File: config.mk
export PLATFORM = sky130hd
export DESIGN_NAME = centroid_div_sched
export DESIGN_NICKNAME = d
export VERILOG_FILES = /design/src/rtl/centroid_div_sched.sv
export SDC_FILE = /design/constraint.sdc
export NUM_CORES = 1
export LEC_CHECK = 0
export BUFFER_PORTS_ARGS = -buffer_cell sky130_fd_sc_hd__buf_2
export CAP_MARGIN = 20
export CELL_PAD_IN_SITES_DETAIL_PLACEMENT = 0
export CELL_PAD_IN_SITES_GLOBAL_PLACEMENT = 2
export CORE_ASPECT_RATIO = 1.5
export CORE_UTILIZATION = 34
export CTS_BUF_LIST = sky130_fd_sc_hd__clkbuf_4 sky130_fd_sc_hd__clkbuf_8 sky130_fd_sc_hd__clkbuf_16
export CTS_CLUSTER_SIZE = 10
export DETAILED_ROUTE_END_ITERATION = 8
export PLACE_DENSITY_LB_ADDON = 0.15
export SYNTH_ARGS = -nofsm -noshare
export SYNTH_HDL_FRONTEND = slang
export SYNTH_SLANG_ARGS = --single-unit
File: constraint.sdc
create_clock -name clk -period 3.45 [get_ports clk]
set_input_delay 0.1725 -clock clk [delete_from_list [all_inputs] [get_ports clk]]
set_output_delay 0.1725 -clock clk [all_outputs]
set_load 0.01 [all_outputs]
File: src/rtl/centroid_div_sched.sv
// rtl/centroid_div_sched.sv - shared-divider scheduler for centroid x/y
// Snapshots frame moments, runs x then y through one divider, publishes both together.
module centroid_div_sched #(
   parameter int IMG_W   = 64,
   parameter int IMG_H   = 64,
   parameter int TIMEOUT = 64
) (
   input  logic        clk,
   input  logic        rst,
   input  logic        eof,
   input  logic [29:0] m10,
   input  logic [29:0] m01,
   input  logic [19:0] m00,
   output logic        div_start,
   output logic [31:0] div_dividend,
   output logic [19:0] div_divisor,
   input  logic [31:0] div_quotient,
   input  logic        div_qv,
   output logic [10:0] x,
   output logic [10:0] y,
   output logic        valid,
   output logic        no_obj,
   output logic        busy,
   output logic        overrun,
   output logic        timeout_err
);

   localparam int          CW      = $clog2(TIMEOUT + 1);
   localparam logic [10:0] X_CLAMP = 11'(IMG_W - 1);
   localparam logic [10:0] Y_CLAMP = 11'(IMG_H - 1);

   typedef enum logic [2:0] {
      S_IDLE, S_START_X, S_WAIT_X, S_START_Y, S_WAIT_Y, S_PUBLISH
   } state_t;

   state_t      state_q, state_d;
   logic [29:0] m10_snap_q, m10_snap_d, m01_snap_q, m01_snap_d;
   logic [19:0] m00_snap_q, m00_snap_d;
   logic        empty_q, empty_d;
   logic        pend_full_q, pend_full_d;
   logic [29:0] pend_m10_q, pend_m10_d, pend_m01_q, pend_m01_d;
   logic [19:0] pend_m00_q, pend_m00_d;
   logic [CW-1:0] cnt_q, cnt_d;
   logic [10:0] x_tmp_q, x_tmp_d, y_tmp_q, y_tmp_d;
   logic [10:0] x_q, x_d, y_q, y_d;
   logic        valid_q, valid_d, no_obj_q, no_obj_d;
   logic        overrun_q, overrun_d, tout_q, tout_d;

   logic        take_eof, take_pend;
   logic [29:0] src_m10, src_m01;
   logic [19:0] src_m00;

   always_comb begin
      state_d     = state_q;
      m10_snap_d  = m10_snap_q;
      m01_snap_d  = m01_snap_q;
      m00_snap_d  = m00_snap_q;
      empty_d     = empty_q;
      pend_full_d = pend_full_q;
      pend_m10_d  = pend_m10_q;
      pend_m01_d  = pend_m01_q;
      pend_m00_d  = pend_m00_q;
      cnt_d       = '0;
      x_tmp_d     = x_tmp_q;
      y_tmp_d     = y_tmp_q;
      x_d         = x_q;
      y_d         = y_q;
      valid_d     = 1'b0;
      no_obj_d    = no_obj_q;
      overrun_d   = overrun_q;
      tout_d      = tout_q;
      take_eof    = 1'b0;
      take_pend   = 1'b0;
      src_m10     = m10;
      src_m01     = m01;
      src_m00     = m00;

      case (state_q)
         S_IDLE: begin
            if (pend_full_q)  take_pend = 1'b1;
            else if (eof)     take_eof  = 1'b1;
         end
         S_START_X: state_d = S_WAIT_X;
         S_WAIT_X: begin
            if (div_qv) begin
               x_tmp_d = (div_quotient > {21'd0, X_CLAMP}) ? X_CLAMP : div_quotient[10:0];
               state_d = S_START_Y;
            end else if (cnt_q == CW'(TIMEOUT - 1)) begin
               tout_d    = 1'b1;
               overrun_d = 1'b1;
               state_d   = S_IDLE;
            end else begin
               cnt_d = cnt_q + 1'b1;
            end
         end
         S_START_Y: state_d = S_WAIT_Y;
         S_WAIT_Y: begin
            if (div_qv) begin
               y_tmp_d = (div_quotient > {21'd0, Y_CLAMP}) ? Y_CLAMP : div_quotient[10:0];
               state_d = S_PUBLISH;
            end else if (cnt_q == CW'(TIMEOUT - 1)) begin
               tout_d    = 1'b1;
               overrun_d = 1'b1;
               state_d   = S_IDLE;
            end else begin
               cnt_d = cnt_q + 1'b1;
            end
         end
         S_PUBLISH: begin
            // Empty frames were already published on entry to this state.
            if (!empty_q) begin
               x_d      = x_tmp_q;
               y_d      = y_tmp_q;
               no_obj_d = 1'b0;
               valid_d  = 1'b1;
            end
            state_d = S_IDLE;
            if (pend_full_q)  take_pend = 1'b1;
            else if (eof)     take_eof  = 1'b1;
         end
         default: state_d = S_IDLE;
      endcase

      if (eof && !take_eof) begin
         if (pend_full_q && !take_pend) overrun_d = 1'b1;
         pend_full_d = 1'b1;
         pend_m10_d  = m10;
         pend_m01_d  = m01;
         pend_m00_d  = m00;
      end else if (take_pend) begin
         pend_full_d = 1'b0;
      end

      if (take_pend) begin
         src_m10 = pend_m10_q;
         src_m01 = pend_m01_q;
         src_m00 = pend_m00_q;
      end

      if (take_eof || take_pend) begin
         m10_snap_d = src_m10;
         m01_snap_d = src_m01;
         m00_snap_d = src_m00;
         empty_d    = (src_m00 == 20'd0);
         if (src_m00 == 20'd0) begin
            state_d  = S_PUBLISH;
            valid_d  = 1'b1;
            no_obj_d = 1'b1;
         end else begin
            state_d = S_START_X;
         end
      end
   end

   always_ff @(posedge clk) begin
      if (rst) begin
         state_q     <= S_IDLE;
         m10_snap_q  <= '0;
         m01_snap_q  <= '0;
         m00_snap_q  <= '0;
         empty_q     <= 1'b0;
         pend_full_q <= 1'b0;
         pend_m10_q  <= '0;
         pend_m01_q  <= '0;
         pend_m00_q  <= '0;
         cnt_q       <= '0;
         x_tmp_q     <= '0;
         y_tmp_q     <= '0;
         x_q         <= '0;
         y_q         <= '0;
         valid_q     <= 1'b0;
         no_obj_q    <= 1'b0;
         overrun_q   <= 1'b0;
         tout_q      <= 1'b0;
      end else begin
         state_q     <= state_d;
         m10_snap_q  <= m10_snap_d;
         m01_snap_q  <= m01_snap_d;
         m00_snap_q  <= m00_snap_d;
         empty_q     <= empty_d;
         pend_full_q <= pend_full_d;
         pend_m10_q  <= pend_m10_d;
         pend_m01_q  <= pend_m01_d;
         pend_m00_q  <= pend_m00_d;
         cnt_q       <= cnt_d;
         x_tmp_q     <= x_tmp_d;
         y_tmp_q     <= y_tmp_d;
         x_q         <= x_d;
         y_q         <= y_d;
         valid_q     <= valid_d;
         no_obj_q    <= no_obj_d;
         overrun_q   <= overrun_d;
         tout_q      <= tout_d;
      end
   end

   assign div_start    = (state_q == S_START_X) || (state_q == S_START_Y);
   assign div_dividend = {2'b00, ((state_q == S_START_Y) || (state_q == S_WAIT_Y)) ? m01_snap_q : m10_snap_q};
   assign div_divisor  = m00_snap_q;
   assign x            = x_q;
   assign y            = y_q;
   assign valid        = valid_q;
   assign no_obj       = no_obj_q;
   assign busy         = (state_q != S_IDLE);
   assign overrun      = overrun_q;
   assign timeout_err  = tout_q;

endmodule

Yosys cells after proc, flatten, opt, wreduce, memory -nomap -nowiden

Index checks and enable logic that the tools add are counted.

Add/subtract/negate cells: 1
$lt $le $gt $ge: 1
Equal/unequal tests: 7
Muxes and demuxes: 31
Bitwise gates (word level): 3
Reductions and logical operators: 18

Operators by type and width:

| cell                                                 | number |
|---|---|
| 2-to-1 mux 30 bit                                    | 3 |
| > comparator 32 x 6 -> 1 bit (second input constant) | 1 |
| zero test 20 bit                                     | 1 |
| 2-to-1 mux 1 bit                                     | 20 |
| 2-to-1 mux 20 bit                                    | 1 |
| 2-to-1 mux 3 bit                                     | 5 |
| case mux 3 bit (5 select lines)                      | 1 |
| 2-to-1 mux 11 bit                                    | 1 |
| adder 7 x 1 -> 7 bit (second input constant)         | 1 |
| equality test 7 x 6 -> 1 bit (second input constant) | 1 |
| equality test 3 x 2 -> 1 bit (second input constant) | 2 |
| equality test 3 bit (second input constant)          | 2 |
| AND reduction 2 bit                                  | 3 |
| OR reduction 2 bit                                   | 2 |
| OR reduction 4 bit                                   | 1 |
| equality test 3 x 1 -> 1 bit (second input constant) | 1 |
| zero test 3 bit                                      | 1 |
| logical OR 1 bit                                     | 3 |
| NOT 1 bit                                            | 3 |
| AND reduction 3 bit                                  | 1 |
| nonzero test 3 bit                                   | 1 |
| logical AND 1 bit                                    | 2 |
| zero test 1 bit                                      | 2 |
| inequality test 2 bit (second input constant)        | 1 |
| nonzero test 2 bit                                   | 1 |

Flip-flop bits (word level): 220
Output and inout port bits: 80

Logic depth before layout (Yosys ltp)

Gate-level depths: netlist (run 1).

Depth after elaboration: 7
Depth in mapped cells: 7
Gate-level depth less buffers: 5

Least setup slack after synthesis (run 1)

OpenSTA, ideal clock, no wires.

Kind: reg-to-output
Start: reg state_q[0]
End: out div_dividend[0]
Data arrival time: 1.516 ns
Required time: 3.277 ns
Path slack: 1.762 ns
Cell stages (with the launch flop): 7
Path buffers: 2
Path through: dfxtp_1 buf_2 nor2b_1 nand2_1 nand2_1 buf_2 mux2_2

Word-level cells in the longest chain between the ends: 3
Elaborated cells between the ends (all ways): 4
Those cells by class: 2 x eq/ne; 1 x mux; 1 x reduce/logical

Ends and longest elaborated chain:

| what                                                                | RTL line | text |
|---|---|---|
| from (decl)                                                         | 36       | `state_t state_q, state_d;` |
| from (signal assigned)                                              | 176      | `state_q <= state_d;` |
| equality test 3 x 2 -> 1 bit or equality test 3 bit (tied branches) | 198      | `assign div_dividend = {2'b00, ((state_q == S_START_Y) \|\| (state_q == S_WAIT_Y)) ? m01_snap_q : m10_snap_q};` |
| logical OR 1 bit *                                                  | 198      |  |
| 2-to-1 mux 30 bit *                                                 | 198      |  |
| to (decl)                                                           | 15       | `output logic [31:0] div_dividend,` |

Every way passes the cells marked *; elsewhere a longest branch is shown, timed or not.

Final worst setup path (run 1)

Start: reg state_q[1]
End: out div_dividend[23]

Same word-level chain as after synthesis.

==> reports/metrics.cfg, run 1 <==
[status]
status=finished clean

[yosys]
post_synthesis_instance_total=1029
sequential_to_total_area_share_from_yosys_stat_pct=50.22
synth_edf_count=0
synth-warning-count=0
async_reset_ff_share_pct=0
main_flop_type_after_synthesis=sky130_fd_sc_hd__dfxtp_1
ys_ff_latch=220
syn_area_sq_um=8770
post-synth-top-area-cell=sky130_fd_sc_hd__dfxtp_1
synth.most_common_cell=sky130_fd_sc_hd__nand2_1
number_of_distinct_library_cells_after_synthesis=42
cell_types_occupying_the_most_area_after_synthesis=sky130_fd_sc_hd__dfxtp_1 50%, sky130_fd_sc_hd__nand2_1 12%, sky130_fd_sc_hd__a21oi_1 9.4%
synth_top_area_share_pct=50.22
synth.top_cells.by_count=269 x sky130_fd_sc_hd__nand2_1, 220 x sky130_fd_sc_hd__dfxtp_1, 165 x sky130_fd_sc_hd__a21oi_1, 60 x sky130_fd_sc_hd__o221ai_1, 53 x sky130_fd_sc_hd__nor2_1
postSynthAreaPerCell_sq_um=8.523

[clocking]
h-tree-depth=1
cts-hold-fix-buffers=86
cts.clk_slew.worst_paths_ps=60
clock_tree.buffer_depth=3
numCtsBuffers=26
clk_root_buffer_cell=sky130_fd_sc_hd__clkbuf_16
cts.sink_count=220
cts_setup_buffers=0
cts_tree=built
clk_latency_ps=520
post_cts_resize_count=0

[timing]
worst_slew_pin_slew_ps=909.6
layout_min_cycle_time_ps=2809
grt_setup_unrepaired=false
report.final.slew_viol_count=0
fin_crit_sh_pct=81.43
aggregate_negative_setup_slack_ps=0
total_count_of_hold_check_failures_in_the_final_report=0
setup-violations-final=0
maxClockFrequency_mhz=355.9
slew_headroom_pct=39.36
worst_clock_skew_ps=7.554

[worst_setup_path]
setup.worst_path.end_class=output port
crit_required_ps=3280
worstReg2RegEnd=div_divisor[11]$_SDFFE_PP0P_
crit-reg2reg-launch=state_q[2]$_SDFFE_PP0P_
crit_start=state_q[1]$_SDFFE_PP0P_
rr_worst_depth=5
crit_end=div_dividend[23]
worstPathArrival_ps=2640
critical-path-top-delay-family=simple AND/OR/NAND/NOR gates
crit_path_max_incr_delay_ps=640
path_class=reg2out
critical_path.cell_chain=nor2_1, nand2_1, nand2_2, mux2_2, buf_2
r2r_slack_ps=1240
critPathLaunchType=flip-flop
worstPathMaxFanout=30
critPathSlowestCell=sky130_fd_sc_hd__nand2_2
worst_path_buffer_plus_inverter_count=1
worstSetupPathDepth=5

[route]
ant_nets=0
routedWlPerCell_um=16.31
route.final.wire_length_um=25980
drc_errors=0
detail_route.first_pass.iterations=5
vias=8021
first_iter_violations=400
drt-vias-per-instance=5.035

[pwr]
cellInternalPower_w=0.004688
power.switching_fraction_pct=28.61
power.static_leakage_nw=4.435
switching_power_w=0.001879
power.density_cell_area_nw_per_um2=571.2
total_power_w=0.006567
clock_power_share_pct=36.4
share_comb_of_total_power_pct=18.9
worst_ir_drop_vdd_uv=429.1
p_seq_share_pct=44.7

[place]
placed_cells=1478
routabilityCongestion=0.7278
place.port_buffers=193
dp_hpwl_um=15910
dpl_cell_area_sq_um=9938

[die]
die_height_um=198.7
design.die.area_sq_um=26450
fp-row-count=71
initial_utilization_pct=34.76
core_sq_um=25230
io_pins=196
die_width_um=133.1

[finish]
area_growth_pct=31.10
ant_cells=0
stdcell_area_sq_um=11500
final_layout_size_suffix_gt1_share_pct=21.98
stdcell_count=1593
final_nets=1381

[hold_path]
hold_path.class=in2reg
min_from=eof

[run]
max_cap_violations=0

[global_routing]
grt_pass1_wl_um=42080
global_route.overflow_total=0
grt_antenna_before_repair=0
first_global_vias=7830
gr-usage-all-layers_pct=19.74
pin_count_of_the_biggest_net_entering_global_routing=110

[power by group through the flow]
stage	registers [W]	clock network, W	logic [W]
floorplan	0.00294	0	0.000789
global placement	0.00299	0	0.00117
detailed placement	0.00299	0	0.00118
CTS	0.00293	0.00247	0.00127
global route	0.00296	0.00257	0.00139
finish	0.00293	0.00239	0.00124
[routing by layer]
metal	share of wire (%)	GRT usage [%]	vias to the layer above
met5	0	0	-
met4	1.8	4.840	0
met3	4.1	2.574	34
met2	50	35.95	186
met1	44	24.44	3755
li1	-	-	4046
[worst min-delay path, stage by stage]
cell and delay, ps:
sky130_fd_sc_hd__buf_2 170, sky130_fd_sc_hd__a31oi_1 100, sky130_fd_sc_hd__a21oi_1 130
[cell usage in the layout (no fill, tap or decap), types with 4 or more instances in the layout]
master / netlist / routed
sky130_fd_sc_hd__a211oi_1: 27 / 27
sky130_fd_sc_hd__a21oi_1: 165 / 165
sky130_fd_sc_hd__and2_1: 10 / 10
sky130_fd_sc_hd__buf_12: 0 / 5
sky130_fd_sc_hd__buf_2: 41 / 192
sky130_fd_sc_hd__buf_4: 4 / 10
sky130_fd_sc_hd__clkbuf_16: 0 / 27
sky130_fd_sc_hd__dfxtp_1: 220 / 220
sky130_fd_sc_hd__dlygate4sd3_1: 0 / 86
sky130_fd_sc_hd__mux2_2: 31 / 31
sky130_fd_sc_hd__mux2i_1: 19 / 19
sky130_fd_sc_hd__nand2_1: 269 / 268
sky130_fd_sc_hd__nand2b_1: 4 / 4
sky130_fd_sc_hd__nand3_1: 5 / 5
sky130_fd_sc_hd__nor2_1: 53 / 53
sky130_fd_sc_hd__nor2b_1: 4 / 4
sky130_fd_sc_hd__nor3_1: 11 / 10
sky130_fd_sc_hd__nor4_1: 21 / 21
sky130_fd_sc_hd__o21ai_0: 4 / 4
sky130_fd_sc_hd__o221ai_1: 60 / 60
[metrics by stage]
stage	utilization [%]	hold WS, ps	setup slack (ps)
final	45.57	87.24	640.6
after global routing	45.57	151.6	418.7
after CTS	45.57	55.39	585.3
after detailed placement	39.39	430.0	1155
after global placement	39.39	426.5	1207
after floorplan	-	308.5	1762
[worst min path at each step]
| stage | to | slack [ps] | cells after the start |
|---|---|---|---|
| after global placement | pend_m10_q[29]$_SDFFE_PP0P_ | 430 | 3 |
| after detailed placement | pend_m10_q[29]$_SDFFE_PP0P_ | 430 | 3 |
| after floorplan | pend_m00_q[1]$_SDFFE_PP0P_ | 310 | 2 |
| after CTS | overrun$_SDFF_PP0_ | 60 | 3 |
| after global routing | pend_full_q$_SDFFE_PP0P_ | 150 | 3 |
| final | overrun$_SDFF_PP0_ | 90 | 3 |
[final cells by class]
cell class	count	area, sq um
Timing Repair Buffer	294	2008
Tap cell	328	410.4
Fill cell	2586	13730
Clock buffer	28	689.4
Multi-Input combinational cell	718	3961
Inverter	4	15.01
Sequential cell	220	4404
Clock inverter	1	8.758
[flip-flops by register name, indices dropped and copies added (netlist names)]
signal and cells:
state_q 3, pend_m00_q 20, cnt_q 7, pend_m01_q 30
div_divisor 20, empty_q 1, pend_m10_q 30, x_tmp_q 11
no_obj 1, y 11, pend_full_q 1, x 11
timeout_err 1, y_tmp_q 11, overrun 1, m10_snap_q 30
m01_snap_q 30, valid 1
[kinds of logic after synthesis]
family / Yosys count / share of synthesized area, %
simple gates: 393 / 18.90
compound gates: 265 / 18.75
flops: 220 / 50.22
buf+inv: 92 / 4.865
mux: 50 / 6.149
xor+xnor: 6 / 0.8134
fa+ha+maj: 2 / 0.2568
other cells: 1 / 0.04276
Note: power is estimated with default switching activity, not from simulation.
==> run 2, diff against run 1 <==
--- a/config.mk
+++ b/config.mk
@@ -10,7 +10,7 @@
 export CELL_PAD_IN_SITES_DETAIL_PLACEMENT = 0
 export CELL_PAD_IN_SITES_GLOBAL_PLACEMENT = 2
 export CORE_ASPECT_RATIO = 1.5
-export CORE_UTILIZATION = 34
+export CORE_UTILIZATION = 28
 export CTS_BUF_LIST = sky130_fd_sc_hd__clkbuf_4 sky130_fd_sc_hd__clkbuf_8 sky130_fd_sc_hd__clkbuf_16
 export CTS_CLUSTER_SIZE = 10
 export DETAILED_ROUTE_END_ITERATION = 8
==> constraint.sdc (replaced) <==
create_clock -name clk -period 2.56 [get_ports clk]
set_input_delay 0.128 -clock clk [delete_from_list [all_inputs] [get_ports clk]]
set_output_delay 0.128 -clock clk [all_outputs]
set_load 0.01 [all_outputs]
==> run 2 against run 1 <==
Die area up 21%. Critical path type unchanged. Clock skew about the same. Routed wire length up 5.9%. Register-to-register slack worse by 650 ps. Critical path depth up 1. Global-route usage down 2.7 points.
==> reports/metrics.cfg, run 2 (synthesis results as in run 1) <==
[place]
routabilityCongestion=0.6923  ; was 0.7278
place.port_buffers=193  ; unchanged
dpl_cell_area_sq_um=10120  ; was 9938 sq um
dp_hpwl_um=17160  ; was 15910 um

[clocking]
clock_tree.buffer_depth=3  ; unchanged
cts_tree=built  ; unchanged
cts.clk_slew.worst_paths_ps=60  ; about the same
clk_root_buffer_cell=sky130_fd_sc_hd__clkbuf_16  ; unchanged
cts_setup_buffers=0  ; unchanged
h-tree-depth=1  ; unchanged
cts.sink_count=220  ; unchanged
clk_latency_ps=530  ; was 520 ps
numCtsBuffers=26  ; unchanged

[timing]
aggregate_negative_setup_slack_ps=0  ; unchanged
worst_clock_skew_ps=7.222  ; was 7.554 ps
setup-violations-final=0  ; unchanged
fin_crit_sh_pct=91.06
total_count_of_hold_check_failures_in_the_final_report=0  ; unchanged
slew_headroom_pct=37.45  ; was 39.36%
maxClockFrequency_mhz=429.0
layout_min_cycle_time_ps=2331
grt_setup_unrepaired=false  ; unchanged
worst_slew_pin_slew_ps=938.3  ; was 909.6 ps
report.final.slew_viol_count=0  ; unchanged

[worst_setup_path]
worst_path_buffer_plus_inverter_count=2  ; was 1
critical_path.cell_chain=nor2b_1, nand2_1, nand2_4, buf_12, mux2_2, buf_2  ; was nor2_1, nand2_1, nand2_2, mux2_2, buf_2
crit_path_max_incr_delay_ps=440  ; was 640 ps
worstSetupPathDepth=6  ; was 5
crit-reg2reg-launch=pend_full_q$_SDFFE_PP0P_  ; was state_q[2]$_SDFFE_PP0P_
crit_required_ps=2430  ; was 3280 ps
setup.worst_path.end_class=output port  ; unchanged
crit_start=state_q[0]$_SDFFE_PP0P_  ; was state_q[1]$_SDFFE_PP0P_
path_class=reg2out  ; unchanged
critical-path-top-delay-family=simple AND/OR/NAND/NOR gates  ; unchanged
worstPathArrival_ps=2200  ; was 2640 ps
worstPathMaxFanout=14  ; was 30
rr_worst_depth=5  ; unchanged
critPathLaunchType=flip-flop  ; unchanged
critPathSlowestCell=sky130_fd_sc_hd__dfxtp_2  ; was sky130_fd_sc_hd__nand2_2

[finish]
filler_cell_count=3295  ; was 2586
leading_cell_type_in_the_layout_fill_and_taps_excluded=sky130_fd_sc_hd__nand2_1  ; unchanged
most-common-layout-cells=268 x sky130_fd_sc_hd__nand2_1, 218 x sky130_fd_sc_hd__dfxtp_1, 192 x sky130_fd_sc_hd__buf_2, 165 x sky130_fd_sc_hd__a21oi_1, 86 x sky130_fd_sc_hd__dlygate4sd3_1  ; was 268 x sky130_fd_sc_hd__nand2_1, 220 x sky130_fd_sc_hd__dfxtp_1, 192 x sky130_fd_sc_hd__buf_2, 165 x sky130_fd_sc_hd__a21oi_1, 86 x sky130_fd_sc_hd__dlygate4sd3_1
area_growth_pct=33.31  ; was 31.10%
final_layout_size_suffix_gt1_share_pct=22.62  ; was 21.98%
final_nets=1387  ; was 1381
regArea_sq_um=4407  ; was 4404 sq um
stdcell_area_sq_um=11690  ; was 11500 sq um
multi_input_comb_area_sq_um=3966  ; was 3961 sq um

[die]
io_pins=196  ; unchanged
die_width_um=146.5  ; was 133.1 um
die_height_um=218.8  ; was 198.7 um
initial_utilization_pct=28.35  ; was 34.76%
core_sq_um=30940  ; was 25230 sq um
design.die.area_sq_um=32050  ; was 26450 sq um
fp-row-count=79  ; was 71

[global_routing]
global_route.overflow_total=0  ; unchanged
pin_count_of_the_biggest_net_entering_global_routing=113  ; was 110
first_global_vias=7906  ; was 7830
grt_antenna_before_repair=1  ; was 0
grt_pass1_wl_um=43480  ; was 42080 um
gr-usage-all-layers_pct=17.06  ; was 19.74%

[route]
first_iter_violations=288  ; was 400
route.final.wire_length_um=27500  ; was 25980 um
drt-vias-per-instance=4.777  ; was 5.035
drc_errors=0  ; unchanged
vias=8020  ; was 8021
ant_nets=0  ; unchanged
detail_route.first_pass.iterations=6  ; was 5
routedWlPerCell_um=16.38  ; was 16.31 um

[pwr]
worst_ir_drop_vdd_uv=467.8  ; was 429.1 uV
power.static_leakage_nw=4.478  ; was 4.435 nW
power.density_cell_area_nw_per_um2=764.9  ; was 571.2 nW/um^2

[hold_path]
hold_path.class=in2reg  ; unchanged
whs_path_depth=3  ; unchanged
min_from=eof  ; unchanged

[status]
status=finished clean  ; unchanged

[run]
max_cap_violations=0  ; unchanged

-- run 2: final timing paths --
check                                                   to  slack (ps)
worst min register to register         cnt_q[0]$_SDFF_PP0_         440
worst max register to register  m01_snap_q[3]$_SDFFE_PP0P_         590
worst max-delay path                      div_dividend[26]         230
worst min-delay path                    overrun$_SDFF_PP0_          40
-- run 2: per-stage QoR --
step	setup WS (ps)	total power (W)	hold WS [ps]	util, %	instances
floorplan	916.5	0.005029	264.0	-	1030
global placement	573.8	0.005681	379.5	32.70	1561
detailed placement	521.6	0.005693	385.8	32.70	1561
CTS	34.15	0.009123	15.08	37.77	1678
global route	87.99	0.009435	88.16	37.79	1679
finish	228.9	0.008942	41.68	37.79	1679
-- run 2: repair_timing --
action	in CTS	in global routing
hold buffers	86	0
cloned	0	0
endpoints found under the hold margin	164	0
endpoints found under the setup margin	24	24
resized for setup	1	2
-- run 2: layer usage --
layer	vias up	part of all wire (%)	routed length [um]	track usage, %
li1	4061	-	-	-
met1	3750	43	11830	19.94
met2	170	51	13920	31.48
met3	39	3.9	1067	2.547
met4	0	2.5	675	5.729
met5	-	0	0	0
-- run 2: layout make-up --
class	count	share of cell area (%)
flip-flops and latches	220	37.69
multi-input cells	718	33.93
repair buffers	300	17.88
clock buffers	29	5.908
well taps	405	4.334
inverters	4	0.1284
clock inverters	2	0.1070
diodes	1	0.02140
-- run 2: worst reg2reg max path: cells and delay by family (launching register included) --
kind | cells | cell delay (ps)
DFF | 1 | 410
buffers and inverters | 1 | 560
AOI/OAI and AO/OA | 1 | 140
and+or+nand+nor | 3 | 770
-- run 2: report_power, final --
group	total, W	switching (W)	internal, W
clock	0.00326	0.00139	0.00188
combinational	0.00173	0.00100	0.000724
sequential	0.00395	0.000205	0.00375
==> run 3, diff against run 2 <==
==> constraint.sdc (replaced) <==
create_clock -name clk -period 2.56 [get_ports clk]
set_input_delay 0.256 -clock clk [delete_from_list [all_inputs] [get_ports clk]]
set_output_delay 0.256 -clock clk [all_outputs]
set_load 0.01 [all_outputs]
==> run 3 against run 2 <==
Combinational power barely moved. Critical path depth increased by 1. Register-to-register slack worse by 60 ps. Worst setup slack got worse by 73 ps. Global-route usage grew 0.22 points. Via count grew 0.29%. Clock-buffer cell count grew 3. Final cell count decreased by 0.18%. Critical endpoint is now div_dividend[16].
==> reports/metrics.cfg, run 3 (synthesis results as in run 1) <==
[pwr]
total_power_w=0.009013  ; was 0.008942 W
power.static_leakage_nw=4.480  ; was 4.478 nW
power.density_cell_area_nw_per_um2=772.3  ; was 764.9 nW/um^2
worst_ir_drop_vdd_uv=471.7  ; was 467.8 uV

[timing]
report.final.slew_viol_count=0  ; unchanged
aggregate_negative_setup_slack_ps=0  ; unchanged
worst_clock_skew_ps=10.03  ; was 7.222 ps
grt_setup_unrepaired=false  ; unchanged
slew_headroom_pct=48.15  ; was 37.45%
maxClockFrequency_mhz=415.9  ; was 429.0 MHz
layout_min_cycle_time_ps=2404  ; was 2331 ps
post-route-worst-setup-slack_ps=155.8  ; was 228.9 ps
worst_slew_pin_slew_ps=777.7  ; was 938.3 ps
setup-violations-final=0  ; unchanged
fin_crit_sh_pct=93.91  ; was 91.06%
total_count_of_hold_check_failures_in_the_final_report=0  ; unchanged

[global_routing]
gr-usage-all-layers_pct=17.28  ; was 17.06%
global_route.overflow_total=0  ; unchanged
pin_count_of_the_biggest_net_entering_global_routing=89  ; was 113
grt_pass1_wl_um=44080  ; was 43480 um
grt_antenna_before_repair=0  ; was 1
first_global_vias=7964  ; was 7906

[worst_setup_path]
critPathSlowestCell=sky130_fd_sc_hd__dfxtp_1  ; was sky130_fd_sc_hd__dfxtp_2
worstPathArrival_ps=2150  ; was 2200 ps
path_class=reg2out  ; unchanged
setup.worst_path.end_class=output port  ; unchanged
worst_path_buffer_plus_inverter_count=3  ; was 2
worstPathMaxFanout=14  ; unchanged
crit_required_ps=2300  ; was 2430 ps
critical_path.cell_chain=buf_4, nor2_1, nand2_1, nand2_4, buf_12, mux2_2, buf_2  ; was nor2b_1, nand2_1, nand2_4, buf_12, mux2_2, buf_2
critical-path-top-delay-family=buffers and inverters  ; was simple AND/OR/NAND/NOR gates
critPathLaunchType=flip-flop  ; unchanged
crit_path_max_incr_delay_ps=360  ; was 440 ps
r2r_slack_ps=530  ; was 590 ps

[place]
dpl_cell_area_sq_um=10110  ; was 10120 sq um
dp_hpwl_um=16980  ; was 17160 um
routabilityCongestion=0.6954  ; was 0.6923
pre_cts_slack_ps=515.6  ; was 521.6 ps
place.port_buffers=193  ; unchanged

[finish]
stdcell_area_sq_um=11670  ; was 11690 sq um
most-common-layout-cells=268 x sky130_fd_sc_hd__nand2_1, 219 x sky130_fd_sc_hd__dfxtp_1, 192 x sky130_fd_sc_hd__buf_2, 165 x sky130_fd_sc_hd__a21oi_1, 80 x sky130_fd_sc_hd__dlygate4sd3_1  ; was 268 x sky130_fd_sc_hd__nand2_1, 218 x sky130_fd_sc_hd__dfxtp_1, 192 x sky130_fd_sc_hd__buf_2, 165 x sky130_fd_sc_hd__a21oi_1, 86 x sky130_fd_sc_hd__dlygate4sd3_1
layout.core_utilization_pct=37.72  ; was 37.79%
final_nets=1383  ; was 1387
leading_cell_type_in_the_layout_fill_and_taps_excluded=sky130_fd_sc_hd__nand2_1  ; unchanged
ant_cells=0  ; was 1
final_layout_size_suffix_gt1_share_pct=22.90  ; was 22.62%
area_growth_pct=33.07  ; was 33.31%

[die]
design.die.area_sq_um=32050  ; unchanged
core_sq_um=30940  ; unchanged
initial_utilization_pct=28.35  ; unchanged
io_pins=196  ; unchanged
die_width_um=146.5  ; unchanged
fp-row-count=79  ; unchanged
die_height_um=218.8  ; unchanged

[route]
route.final.wire_length_um=27640  ; was 27500 um
met2RoutedLength_um=14460  ; was 13920 um
drc_errors=0  ; unchanged
highest-signal-layer=met4  ; unchanged
drt-met1-wl_um=11530  ; was 11830 um
ant_nets=0  ; unchanged
detail_route.first_pass.iterations=7  ; was 6
vias=8043  ; was 8020
routedWlPerCell_um=16.49  ; was 16.38 um
detailroute.wirelength.met3_um=1211  ; was 1067 um
drt-vias-per-instance=4.799  ; was 4.777
first_iter_violations=400  ; was 288

[status]
status=finished clean  ; unchanged

[clocking]
cts.sink_count=220  ; unchanged
numCtsBuffers=26  ; unchanged
clk_latency_ps=530  ; about the same
clk_root_buffer_cell=sky130_fd_sc_hd__clkbuf_16  ; unchanged
clock_tree.buffer_depth=3  ; unchanged
cts.clk_slew.worst_paths_ps=50  ; was 60 ps
cts_tree=built  ; unchanged
h-tree-depth=1  ; unchanged

[run]
max_cap_violations=0  ; unchanged

[hold_path]
hold_path.class=in2reg  ; unchanged

## run 3: final timing paths
kind / end / start / cells past startpoint
setup / recovery: div_dividend[16] / state_q[0]$_SDFFE_PP0P_ / 7
hold / removal: x_tmp_q[5]$_SDFFE_PP0P_ / div_quotient[5] / 3
setup reg to reg: m01_snap_q[5]$_SDFFE_PP0P_ / state_q[0]$_SDFFE_PP0P_ / 6
hold reg to reg: cnt_q[0]$_SDFF_PP0_ / cnt_q[0]$_SDFF_PP0_ / 1
## run 3: routing by layer
layer  global-route usage (%)  vias up
li1                         -     4053
met1                    19.81     3800
met2                    32.63      164
met3                    2.923       26
met4                    4.653        0
met5                        0        -
## run 3: power by group
part           switching [W]  internal, W
combinational        0.00103     0.000719
clock                0.00138      0.00195
sequential          0.000187      0.00375
total                0.00259      0.00642
## run 3: what timing repair did
item | 4_1_cts | 5_1_grt
hold buffers | 80 | 0
endpoints found under the setup margin | 24 | 17
setup buffers | 0 | 1
hold endpoints to repair | 80 | 0
pin swaps | 0 | 1
gates resized for setup | 1 | 1
## run 3: worst reg2reg max path: cells and delay by family (launching register included)
family                    cells  cell delay, ps
AOI/OAI and AO/OA             1             150
and+or+nand+nor               2             330
buffers and inverters         2             770
xor gates and xnor gates      1             300
DFF                           1             420
## run 3: metrics by stage
stage          hold slack (ps)  cells
6_report                 51.93   1676
5_1_grt                  34.63   1676
4_1_cts                  23.35   1675
3_5_place_dp             435.6   1562
3_3_place_gp             431.8   1562
2_1_floorplan            392.0   1030
## run 3: area by class of cell
class,count,area [sq um]
fill,3305,19270
multi-input combinational,718,3966
clock buffer,32,725.7
sequential,220,4405
inverter,4,15.01
tap,405,506.7
timing repair buffer,296,2046
clock inverter,1,5.005
